### config.mk
export PLATFORM = sky130hd
export DESIGN_NAME = clint
export DESIGN_NICKNAME = d
export VERILOG_FILES = /design/src/rtl/clint_pkg.sv /design/src/rtl/clint.sv
export SDC_FILE = /design/constraint.sdc
export NUM_CORES = 1
export LEC_CHECK = 0
export CORE_AREA = 8 8 77 79
export DETAILED_ROUTE_END_ITERATION = 6
export DIE_AREA = 0 0 85 87
export DONT_BUFFER_PORTS = 1
export PLACE_DENSITY = 0.77
export SLEW_MARGIN = 15
export SYNTH_ARGS = -nofsm -noshare
export SYNTH_HDL_FRONTEND = slang
export SYNTH_SLANG_ARGS = --single-unit
### constraint.sdc
create_clock -name clk -period 3.2 [get_ports clk]
set_input_delay 0.48 -clock clk [delete_from_list [all_inputs] [get_ports clk]]
set_output_delay 0.48 -clock clk [all_outputs]
set_load 0.005 [all_outputs]
### src/rtl/clint_pkg.sv
// Shared CSR addresses, trap cause codes and mstatus field positions used by the
// core-local interrupt controller.
package clint_pkg;

  localparam int CSR_ADDRESS_WIDTH = 12;

  localparam logic [CSR_ADDRESS_WIDTH-1:0] CSR_MSTATUS = 12'h300;
  localparam logic [CSR_ADDRESS_WIDTH-1:0] CSR_MTVEC   = 12'h305;
  localparam logic [CSR_ADDRESS_WIDTH-1:0] CSR_MEPC    = 12'h341;
  localparam logic [CSR_ADDRESS_WIDTH-1:0] CSR_MCAUSE  = 12'h342;

  localparam logic [31:0] CAUSE_ECALL     = 32'd11;
  localparam logic [31:0] CAUSE_EBREAK    = 32'd3;
  localparam logic [31:0] CAUSE_M_EXT_INT = 32'h8000_000B;

  localparam int MSTATUS_MIE    = 3;
  localparam int MSTATUS_MPIE   = 7;
  localparam int MSTATUS_MPP_LO = 11;
  localparam int MSTATUS_MPP_HI = 12;

  // Trap entry: stash MIE into MPIE, disable MIE, record M-mode as previous privilege.
  function automatic logic [31:0] mstatus_trap(input logic [31:0] s);
    logic [31:0] r;
    r = s;
    r[MSTATUS_MPIE] = s[MSTATUS_MIE];
    r[MSTATUS_MIE]  = 1'b0;
    r[MSTATUS_MPP_HI:MSTATUS_MPP_LO] = 2'b11;
    return r;
  endfunction

  // Trap return: restore MIE from MPIE, set MPIE.
  function automatic logic [31:0] mstatus_mret(input logic [31:0] s);
    logic [31:0] r;
    r = s;
    r[MSTATUS_MIE]  = s[MSTATUS_MPIE];
    r[MSTATUS_MPIE] = 1'b1;
    return r;
  endfunction

endpackage

### src/rtl/clint.sv
// Core-local interrupt controller: accepts ecall/ebreak/mret/external irq from ID,
// sequences the CSR updates one per cycle while stalling, then redirects IF once.
module clint
  import clint_pkg::*;
#(
  parameter bit MTVEC_VECTORED = 1'b0
) (
  input  logic                         clk,
  input  logic                         rst_n,
  input  logic                         id_valid,
  input  logic [31:0]                  id_pc,
  input  logic                         inst_ecall,
  input  logic                         inst_ebreak,
  input  logic                         inst_mret,
  input  logic                         irq_external,
  input  logic                         ex_csr_we,
  input  logic [31:0]                  csr_mtvec,
  input  logic [31:0]                  csr_mepc,
  input  logic [31:0]                  csr_mstatus,
  input  logic                         global_interrupt_enable,
  output logic                         csr_we_clint,
  output logic [CSR_ADDRESS_WIDTH-1:0] csr_waddr_clint,
  output logic [31:0]                  csr_wdata_clint,
  output logic                         stall_clint,
  output logic                         jump_flag,
  output logic [31:0]                  jump_addr
);

  typedef enum logic [2:0] {
    IDLE      = 3'd0,
    W_MEPC    = 3'd1,
    W_MCAUSE  = 3'd2,
    W_MSTATUS = 3'd3,
    W_MRET    = 3'd4,
    JUMP      = 3'd5
  } state_e;

  state_e      state_q, state_d;
  logic [31:0] pc_q, cause_q;
  logic        ret_q;
  logic        accept;
  logic [31:0] cause_d;
  logic [31:0] trap_target;

  // Trigger held off while EX writes a CSR so we never race its update.
  always_comb begin
    accept = rst_n && (state_q == IDLE) && id_valid && !ex_csr_we &&
             (inst_mret || inst_ecall || inst_ebreak ||
              (irq_external && global_interrupt_enable));
    if (inst_ecall)       cause_d = CAUSE_ECALL;
    else if (inst_ebreak) cause_d = CAUSE_EBREAK;
    else                  cause_d = CAUSE_M_EXT_INT;
  end

  always_comb begin
    trap_target = {csr_mtvec[31:2], 2'b00};
    if (MTVEC_VECTORED && cause_q[31])
      trap_target = trap_target + {cause_q[29:0], 2'b00};
  end

  always_comb begin
    state_d         = state_q;
    csr_we_clint    = 1'b0;
    csr_waddr_clint = '0;
    csr_wdata_clint = '0;
    stall_clint     = 1'b1;
    jump_flag       = 1'b0;
    jump_addr       = '0;
    case (state_q)
      IDLE: begin
        stall_clint = accept;
        if (accept) state_d = inst_mret ? W_MRET : W_MEPC;
      end
      W_MEPC: begin
        csr_we_clint    = 1'b1;
        csr_waddr_clint = CSR_MEPC;
        csr_wdata_clint = pc_q;
        state_d         = W_MCAUSE;
      end
      W_MCAUSE: begin
        csr_we_clint    = 1'b1;
        csr_waddr_clint = CSR_MCAUSE;
        csr_wdata_clint = cause_q;
        state_d         = W_MSTATUS;
      end
      W_MSTATUS: begin
        csr_we_clint    = 1'b1;
        csr_waddr_clint = CSR_MSTATUS;
        csr_wdata_clint = mstatus_trap(csr_mstatus);
        state_d         = JUMP;
      end
      W_MRET: begin
        csr_we_clint    = 1'b1;
        csr_waddr_clint = CSR_MSTATUS;
        csr_wdata_clint = mstatus_mret(csr_mstatus);
        state_d         = JUMP;
      end
      JUMP: begin
        jump_flag = 1'b1;
        jump_addr = ret_q ? csr_mepc : trap_target;
        state_d   = IDLE;
      end
      default: begin
        stall_clint = 1'b0;
        state_d     = IDLE;
      end
    endcase
  end

  always_ff @(posedge clk) begin
    if (!rst_n) begin
      state_q <= IDLE;
      pc_q    <= '0;
      cause_q <= '0;
      ret_q   <= 1'b0;
    end else begin
      state_q <= state_d;
      if (accept) begin
        pc_q  <= id_pc;
        ret_q <= inst_mret;
        if (!inst_mret) cause_q <= cause_d;
      end
    end
  end

  logic unused_ok;
  assign unused_ok = ^{csr_mtvec[1:0], cause_q[30]};

endmodule

==> impl_metrics.toml <==
[worst_setup_path]
startpoint = "state_q[2]"
max_stage_delay_ns = 0.73
path_cells = "inv_2 > o21ai_2 > buf_4 > a22o_1"
startpoint_type = "flop"
required_ns = 2.72
cp_slowest_cell = "dfxtp_1"
critPathArrivalTime_ns = 2.32
crit_type = "reg -> out"
end_kind = "output port"
path_max_fanout = 15
reg2reg_from = "state_q[2]"

[final_layout]
synthToLayoutAreaGrowth_pct = 1.293
diodes = 0
final_nets = 452
n_fill_cell = 466
drive_gt1_frac = 0.06688

[routing]
postRouteAntennaNets = 0
drc = 0
drtIter0Drc = 129
firstDrtPassIters = 4
routed-via-count = 2373
wl_um = 8842
vias_per_cell = 6.414
wl_per_cell_um = 23.90

[logic_synthesis]
ys_seq_area_frac = 0.2989
avgSynthCellArea_um2 = 7.799
synth_flop_cell = "dfxtp_1"
ys_types = 41
synth-edff-count = 0
synth_top_area_cell = "dfxtp_1"
ys_ff_latch = 39
async_flop_share = 0
synth_area_leaders = "dfxtp_1 30%, mux2i_1 18%, a22o_1 8.7%, nand2_1 8.0%, nand4_1 5.0%"
synth_top_area_frac = 0.2989
ys_warn_count = 0
synthTopCellsByCount = "56 x nand2_1, 46 x mux2i_1, 39 x dfxtp_1"
synth_most_common_cell = "nand2_1"
synth_area_um2 = 2613
netlist_instances = 335

[global_routing]
busiest_layer = "met2"
track_usage = 0.2154
gr-usage-met1 = 0.2596
grt_use_met2 = 0.3615
grt_overflow_total = 0
antenna_found_initial = 0
grt_max_degree = 54
gr-usage-met3 = 0.07264
grt_pass1_vias = 2269
grt_pass1_wl_um = 12760

[floorplan]
start_util = 0.5390
die_w_um = 85
io_pins = 216
die_area_um2 = 7395
die_h_um = 87
core_area_um2 = 4847
row_count = 26

[power]
power_frac_seq = 0.496
p_per_area_nw_per_um2 = 429.8
p_switching_uw = 358.7
clockPowerShare = 0.283
p_comb_frac = 0.221
vdd_drop_max_mv = 0.2631
internal-power_uw = 778.8
leakage_nw = 0.9369
total_power_mw = 1.137
switching_share = 0.3153

[clock_tree]
clk_latency_ns = 0.28
path_clk_slew_ns = 0.08
cts_tree = "yes"
cts_inserted_buffers = 5
htreeDepth = 2
postCtsHoldBufs = 0
post_cts_buffers = 0
ctsResizeCount = 0
clock-root-buffer = "clkbuf_8"
clk_path_buf_depth = 2
cts.sinks = 39

[sta]
hold_viol = 0
final_max_slew_viol_count = 0
rsz0062_at_grt = "no"
setup-violations-final = 0
clock_skew_ns = 0.006024
whs_ns = 0.3259
tightestPinTransition_ns = 0.9163
min_period_over_period = 0.8746
fmax_mhz = 357.3
tns_ns = 0
min_period_ns = 2.799
slew_headroom = 0.3891

[placement]
port_buffers = 0
place_congestion = 0.7374
dp_hpwl_um = 6719

[worst_hold_path]
hp-class = "in -> reg"
min_from = "rst_n"

[outcome]
outcome = "complete, no violations"

[job]
cap_viol_max_count = 0
## metrics by stage
stage / cell area (um^2) / cells / util / worst slack [ns]
2_1_floorplan: 2635 / 341 / - / 1.289
3_3_place_gp: 2565 / 362 / 0.5292 / 0.7829
3_5_place_dp: 2565 / 362 / 0.5292 / 0.7294
4_1_cts: 2646 / 370 / 0.5459 / 0.4125
5_1_grt: 2646 / 370 / 0.5459 / 0.2503
6_report: 2646 / 370 / 0.5459 / 0.4012
## sequential cells by signal, summed over array words and instances (netlist names)
register / cells
pc_q: 32
cause_q: 3
state_q: 3
ret_q: 1
## layer usage
metal / vias up / routed length [um]
met4: 0 / 70
met5: - / 0
li1: 1126 / -
met2: 122 / 4454
met1: 1119 / 3519
met3: 6 / 798
## critical path: cells and delay by family, from the launching register on
| family | cells | cell delay, ns |
|---|---|---|
| AO/OA/AOI/OAI | 2 | 0.79 |
| buffers and inverters | 2 | 0.51 |
| flip-flops | 1 | 0.73 |
## placed cells by master (no fill, tap or decap), drive strengths merged
| cell | instances |
|---|---|
| a2111o | 1 |
| a211o | 1 |
| a211oi | 1 |
| a21oi | 3 |
| a22o | 26 |
| a22oi | 3 |
| a311oi | 1 |
| and2b | 1 |
| and3 | 4 |
| buf | 6 |
| clkbuf | 7 |
| clkinv | 1 |
| conb | 7 |
| dfxtp | 39 |
| ha | 2 |
| inv | 4 |
| mux2 | 2 |
| mux2i | 46 |
| nand2 | 56 |
| nand2b | 1 |
| nand3 | 1 |
| nand3b | 1 |
| nand4 | 21 |
| nor2 | 35 |
| nor2b | 1 |
| nor3 | 1 |
| nor3b | 3 |
| nor4b | 1 |
| nor4bb | 1 |
| o2111a | 1 |
| o21a | 2 |
| o21ai | 30 |
| o22ai | 1 |
| or2 | 3 |
## power by group through the flow
stage / Clock (mW) / Combinational, mW / Sequential, mW
after detailed placement: 0 / 0.251 / 0.574
after floorplan: 0 / 0.249 / 0.540
after global placement: 0 / 0.246 / 0.573
final: 0.322 / 0.251 / 0.564
after CTS: 0.330 / 0.252 / 0.564
after global routing: 0.353 / 0.278 / 0.571
## path summary, 6_finish.rpt
kind                        end  slack [ns]  depth (start not counted)
max          csr_wdata_clint[4]        0.40                          4
min                  cause_q[1]        0.33                          1
max reg2reg            pc_q[18]        1.11                          5
min reg2reg             pc_q[8]        0.45                          2
## layout make-up
cell class                      instances  area, um^2  share of cell area
Inverter                                4       15.01            0.005674
Clock buffer                            7       76.32             0.02884
Multi-Input combinational cell        257        1653              0.6246
Timing Repair Buffer                    6       45.04             0.01702
Tap cell                               56       70.07             0.02648
Sequential cell                        39       782.0              0.2955
Clock inverter                          1       5.005            0.001891
## cell families (layout without fill, tap and decap cells)
kind of cell | after synthesis | after routing | synth area share
simple gates | 130 | 130 | 0.2323
compound gates | 70 | 70 | 0.1868
mux | 48 | 48 | 0.1849
buf+inv | 45 | 18 | 0.08621
flops | 39 | 39 | 0.2989
fa+ha+maj | 2 | 2 | 0.009577
other cells | 1 | 7 | 0.001435
No activity file was read; power rests on OpenSTA's default activity.
